===== src/rtl/axis_split_avg.sv =====
// AXI-Stream lane splitter with per-lane decimation by 2^n.
// Supports block-average and pick-last modes, a hold control and a result counter.
module axis_split_avg #(
   parameter int AXIS_TDATA_WIDTH = 32,
   parameter int NUM_CH           = 2,
   parameter int OUT_WIDTH        = 14
) (
   input  logic                          aclk,
   input  logic                          aresetn,
   input  logic [AXIS_TDATA_WIDTH-1:0]   s_axis_tdata,
   input  logic                          s_axis_tvalid,
   output logic                          s_axis_tready,
   input  logic [3:0]                    cfg_log2dec,
   input  logic                          cfg_mode,
   input  logic                          hold,
   output logic [NUM_CH*OUT_WIDTH-1:0]   data_out,
   output logic                          data_valid,
   output logic [31:0]                   result_cnt
);

   localparam int LW = AXIS_TDATA_WIDTH / NUM_CH;
   localparam int AW = OUT_WIDTH + 15;

   logic [15:0] cnt;
   logic [3:0]  n_q;
   logic        mode_q;
   logic        beat;
   logic        first;
   logic [3:0]  n_eff;
   logic        mode_eff;
   logic        last;
   logic [NUM_CH*OUT_WIDTH-1:0] res;

   assign beat = s_axis_tvalid & s_axis_tready;

   // Config is sampled on the first beat of a group, latched for the rest.
   always_comb begin
      first    = (cnt == 16'd0);
      n_eff    = first ? cfg_log2dec : n_q;
      mode_eff = first ? cfg_mode : mode_q;
      last     = ({1'b0, cnt} + 17'd1) == (17'd1 << n_eff);
   end

   for (genvar c = 0; c < NUM_CH; c++) begin : g_lane
      logic signed [OUT_WIDTH-1:0] samp;
      logic signed [AW-1:0]        ext;
      logic signed [AW-1:0]        sum;
      logic signed [AW-1:0]        shf;
      logic signed [AW-1:0]        acc;

      assign samp = s_axis_tdata[c*LW +: OUT_WIDTH];
      assign ext  = {{(AW-OUT_WIDTH){samp[OUT_WIDTH-1]}}, samp};
      assign sum  = first ? ext : acc + ext;
      assign shf  = sum >>> n_eff;
      assign res[c*OUT_WIDTH +: OUT_WIDTH] =
         mode_eff ? samp : shf[OUT_WIDTH-1:0];

      always_ff @(posedge aclk or negedge aresetn) begin
         if (!aresetn) begin
            acc <= '0;
         end else if (beat) begin
            acc <= sum;
         end
      end
   end

   always_ff @(posedge aclk or negedge aresetn) begin
      if (!aresetn) begin
         s_axis_tready <= 1'b0;
         cnt           <= '0;
         n_q           <= '0;
         mode_q        <= 1'b0;
      end else begin
         s_axis_tready <= 1'b1;
         if (beat) begin
            cnt <= last ? 16'd0 : cnt + 16'd1;
            if (first) begin
               n_q    <= cfg_log2dec;
               mode_q <= cfg_mode;
            end
         end
      end
   end

   // A completed group under hold is dropped; outputs keep their old value.
   always_ff @(posedge aclk or negedge aresetn) begin
      if (!aresetn) begin
         data_out   <= '0;
         data_valid <= 1'b0;
         result_cnt <= '0;
      end else begin
         data_valid <= 1'b0;
         if (beat && last && !hold) begin
            data_out   <= res;
            data_valid <= 1'b1;
            result_cnt <= result_cnt + 32'd1;
         end
      end
   end

endmodule


===== config.mk =====
export PLATFORM = sky130hd
export DESIGN_NAME = axis_split_avg
export DESIGN_NICKNAME = d
export VERILOG_FILES = /design/src/rtl/axis_split_avg.sv
export SDC_FILE = /design/constraint.sdc
export NUM_CORES = 1
export LEC_CHECK = 0
export ABC_AREA = 1
export BUFFER_PORTS_ARGS = -buffer_cell sky130_fd_sc_hd__clkbuf_2
export CORE_MARGIN = 3
export CORE_UTILIZATION = 25
export DETAILED_ROUTE_END_ITERATION = 8
export PLACE_DENSITY = 0.51
export REMOVE_ABC_BUFFERS = 1
export SLEW_MARGIN = 10
export SYNTH_ARGS = -nofsm -noshare
export SYNTH_HDL_FRONTEND = slang
export SYNTH_SLANG_ARGS = --single-unit

===== constraint.sdc =====
create_clock -name aclk -period 7.3 [get_ports aclk]
set_input_delay 0.73 -clock aclk [delete_from_list [all_inputs] [get_ports aclk]]
set_output_delay 0.73 -clock aclk [all_outputs]
set_load 0.01 [all_outputs]

==> results.yml <==
floorplanning:
  die_area_um2: 59500
  coreArea_um2: 55500
  die_y_um: 244
  rows: 86
  die_w_um: 244
  initial_core_util: 0.255
  io_pins: 103
sta:
  whs_ns: 0.319
  hold_viol: 0
  skew_ns: 0.00943
  worst_slew_pin_slew_ns: 1.12
  fin_ws_ns: 2.23
  rsz0062_at_grt: "no"
  finalSetupTns_ns: 0
  slew_headroom: 0.251
  layout_min_cycle_time_ns: 5.07
  timing.fmax_mhz: 197
  slew_violations: 0
  period_share: 0.695
  setup_viol: 0
clocking:
  cts.sinks: 141
  hold_buffers: 0
  clockRootBuffer: "clkbuf_16"
  cts_resized: 0
  cts_made_buffers: 17
  cts_tree: "yes"
  cts.clk_slew.worst_paths_ns: 0.07
  htree_levels: 4
  cts_buffer_depth: 2
  clk_latency_ns: 0.45
  post_cts_buffers: 0
synthesis:
  netlist-cell-type-count: 40
  synth_edf_count: 0
  synth-main-ff-cell: "dfrtp_1"
  ys_seq_elements: 141
  syn_area_per_cell_um2: 5.81
  syn_area_um2: 14200
  yosys_warnings: 0
  ys_top_cells_by_count: "nand2_1 (905), nand3_1 (409), inv_1 (283)"
  synthDominantCellAreaShare: 0.249
  synth_top_area_cell: "dfrtp_1"
  synthCells: 2437
  async_flop_share: 1.00
  synth_most_common_cell: "nand2_1"
  yosysSeqAreaShare: 0.249
  yosys-top-cells-area: "dfrtp_1 (25%), nand2_1 (24%), nand3_1 (14%)"
finish:
  multi_input_area_um2: 9160
  drive_gt1_frac: 0.0751
  regArea_um2: 3530
  instances_no_fill: 3237
  antennaDiodeCount: 0
  area_growth_syn_to_layout_pct: 12.0
  fill_cells: 6432
  post-route-util: 0.286
  nNetsFinal: 2578
placement:
  place_congestion: 0.891
  pre_cts_ws_ns: 2.29
  dp_hpwl_um: 38100
  port_buffers: 98
  dp_cells: 3205
worst_setup_path:
  worstPathRequired_ns: 7.68
  cp_slowest_stage_delay_ns: 0.77
  critPathMaxFanout: 49
  path_buf_inv: 4
  critPathKind: "reg -> reg"
  regToRegStartpoint: "cnt[0]"
  crit_slowest_cell: "nand4_4"
  cp_common_cell: "nand2_1"
  crit_start: "cnt[0]"
  startpoint_type: "flip-flop"
  crit_chain: "inv_1 > ha_1 > nand3_1 > nor2_1 > nand2_1 > nand2_1 > nand2_1 > buf_4 > inv_2 > nor2_1 > nor2_1 > nor2_1 > nand2_1 > nor2_2 > nand4_4 > inv_2 > nand3_1 > nand2_1"
  cp-end-kind: "flip-flop"
  cp.arrival_ns: 5.45
  cp_top_family: "simple AND/OR/NAND/NOR gates"
global_routing:
  grt_pass1_vias: 14400
  grt_pass1_wl_um: 81000
  grt_overflow_total: 0
  grt_usage: 0.170
  antenna_found_initial: 0
  grt_max_degree: 97
drt:
  drc: 0
  ant_nets: 0
  drtPass1Iterations: 5
  via_count: 15500
  wl_per_cell_um: 15.8
  vias_per_cell: 4.78
  dr.first_iter.drc_count: 1235
  wl_um: 51000
power:
  ir_drop_mv: 0.217
  leakage_nw: 8.60
  p_per_area_nw_per_um2: 436
job:
  cap_violations: 0
status:
  status: "finished clean"
worst_hold_path:
  holdCritPathClass: "in -> async"
-- cell usage in the layout (no fill, tap or decap), types with 2 or more instances in the layout --
cell type and instances:
o21ai_0 37, ha_1 59, or2_2 15, buf_4 12
o21ai_1 4, fa_1 2, nor2_1 212, inv_6 7
inv_1 283, nand2_2 7, nand3_1 409, dfrtp_1 141
nand2_1 904, clkinv_2 3, and3_1 2, a21oi_1 48
nand3b_1 17, nor2_2 3, nand4_1 41, nor4_1 9
clkinvlp_4 3, xnor2_1 8, nor2_4 7, inv_8 2
a31oi_1 39, o21bai_1 3, o22ai_1 10, clkbuf_16 17
clkbuf_2 97, nor3_1 23, xor2_1 37, nand2_4 3
inv_2 6, and2_1 9
-- registers in the layout, indices dropped and copies added, names as in the netlist --
| register | count |
|---|---|
| s_axis_tready | 1 |
| cnt | 16 |
| data_valid | 1 |
| data_out | 28 |
| g_lane.acc | 58 |
| mode_q | 1 |
| n_q | 4 |
| result_cnt | 32 |
-- cells by family (layout without fill, tap and decap cells) --
family	Yosys count	count (layout)	synth area share
other	1	1	0.000265
adder cells (fa/ha/maj)	61	61	0.0550
flip-flops	141	141	0.249
AO/OA/AOI/OAI	142	142	0.0551
AND/OR/NAND/NOR	1666	1666	0.507
buffers and inverters	381	433	0.105
XOR/XNOR	45	45	0.0278
-- final timing paths --
| path | to | slack (ns) | cells after the start |
|---|---|---|---|
| max | data_out[0] | 2.23 | 18 |
| min | data_out[10] | 0.32 | 1 |
| max reg2reg | data_out[0] | 2.23 | 18 |
| min reg2reg | data_out[12] | 0.48 | 2 |
| max in group asynchronous | result_cnt[17] | 5.51 | 2 |
| min in group aclk | data_out[12] | 0.48 | 2 |
-- report_power, final --
group          switching [W]  internal [W]
clock network       0.000422      0.000446
logic                0.00328       0.00155
registers           0.000189       0.00102
-- worst reg2reg max path, delay by kind of cell (launching register included) --
family | cells | cell delay (ns)
AND/OR/NAND/NOR | 13 | 2.77
adder cells (fa/ha/maj) | 1 | 0.22
flip-flops | 1 | 0.40
buffers and inverters | 4 | 1.62
-- layer usage --
metal  vias to the layer above  global-route usage  wire length, µm
li1                       7899                   -                -
met2                       437               0.263            22200
met1                      7080               0.248            25200
met4                         0              0.0449              966
met3                        50              0.0225             2650
met5                         -                   0                0
-- layout make-up --
type                    count  share of cell area
inverters                 291              0.0690
well taps                 748              0.0590
flip-flops and latches    141               0.223
clock buffers              17              0.0268
clock inverters            15             0.00789
repair buffers            110              0.0370
multi-input cells        1915               0.578
-- per-stage QoR --
stage               instance area (µm²)  total power (W)
floorplan                         13800          0.00464
global placement                  15300          0.00598
detailed placement                15300          0.00601
CTS                               15900          0.00691
global route                      15900          0.00766
finish                            15900          0.00691
No activity file was read; power rests on OpenSTA's default activity.
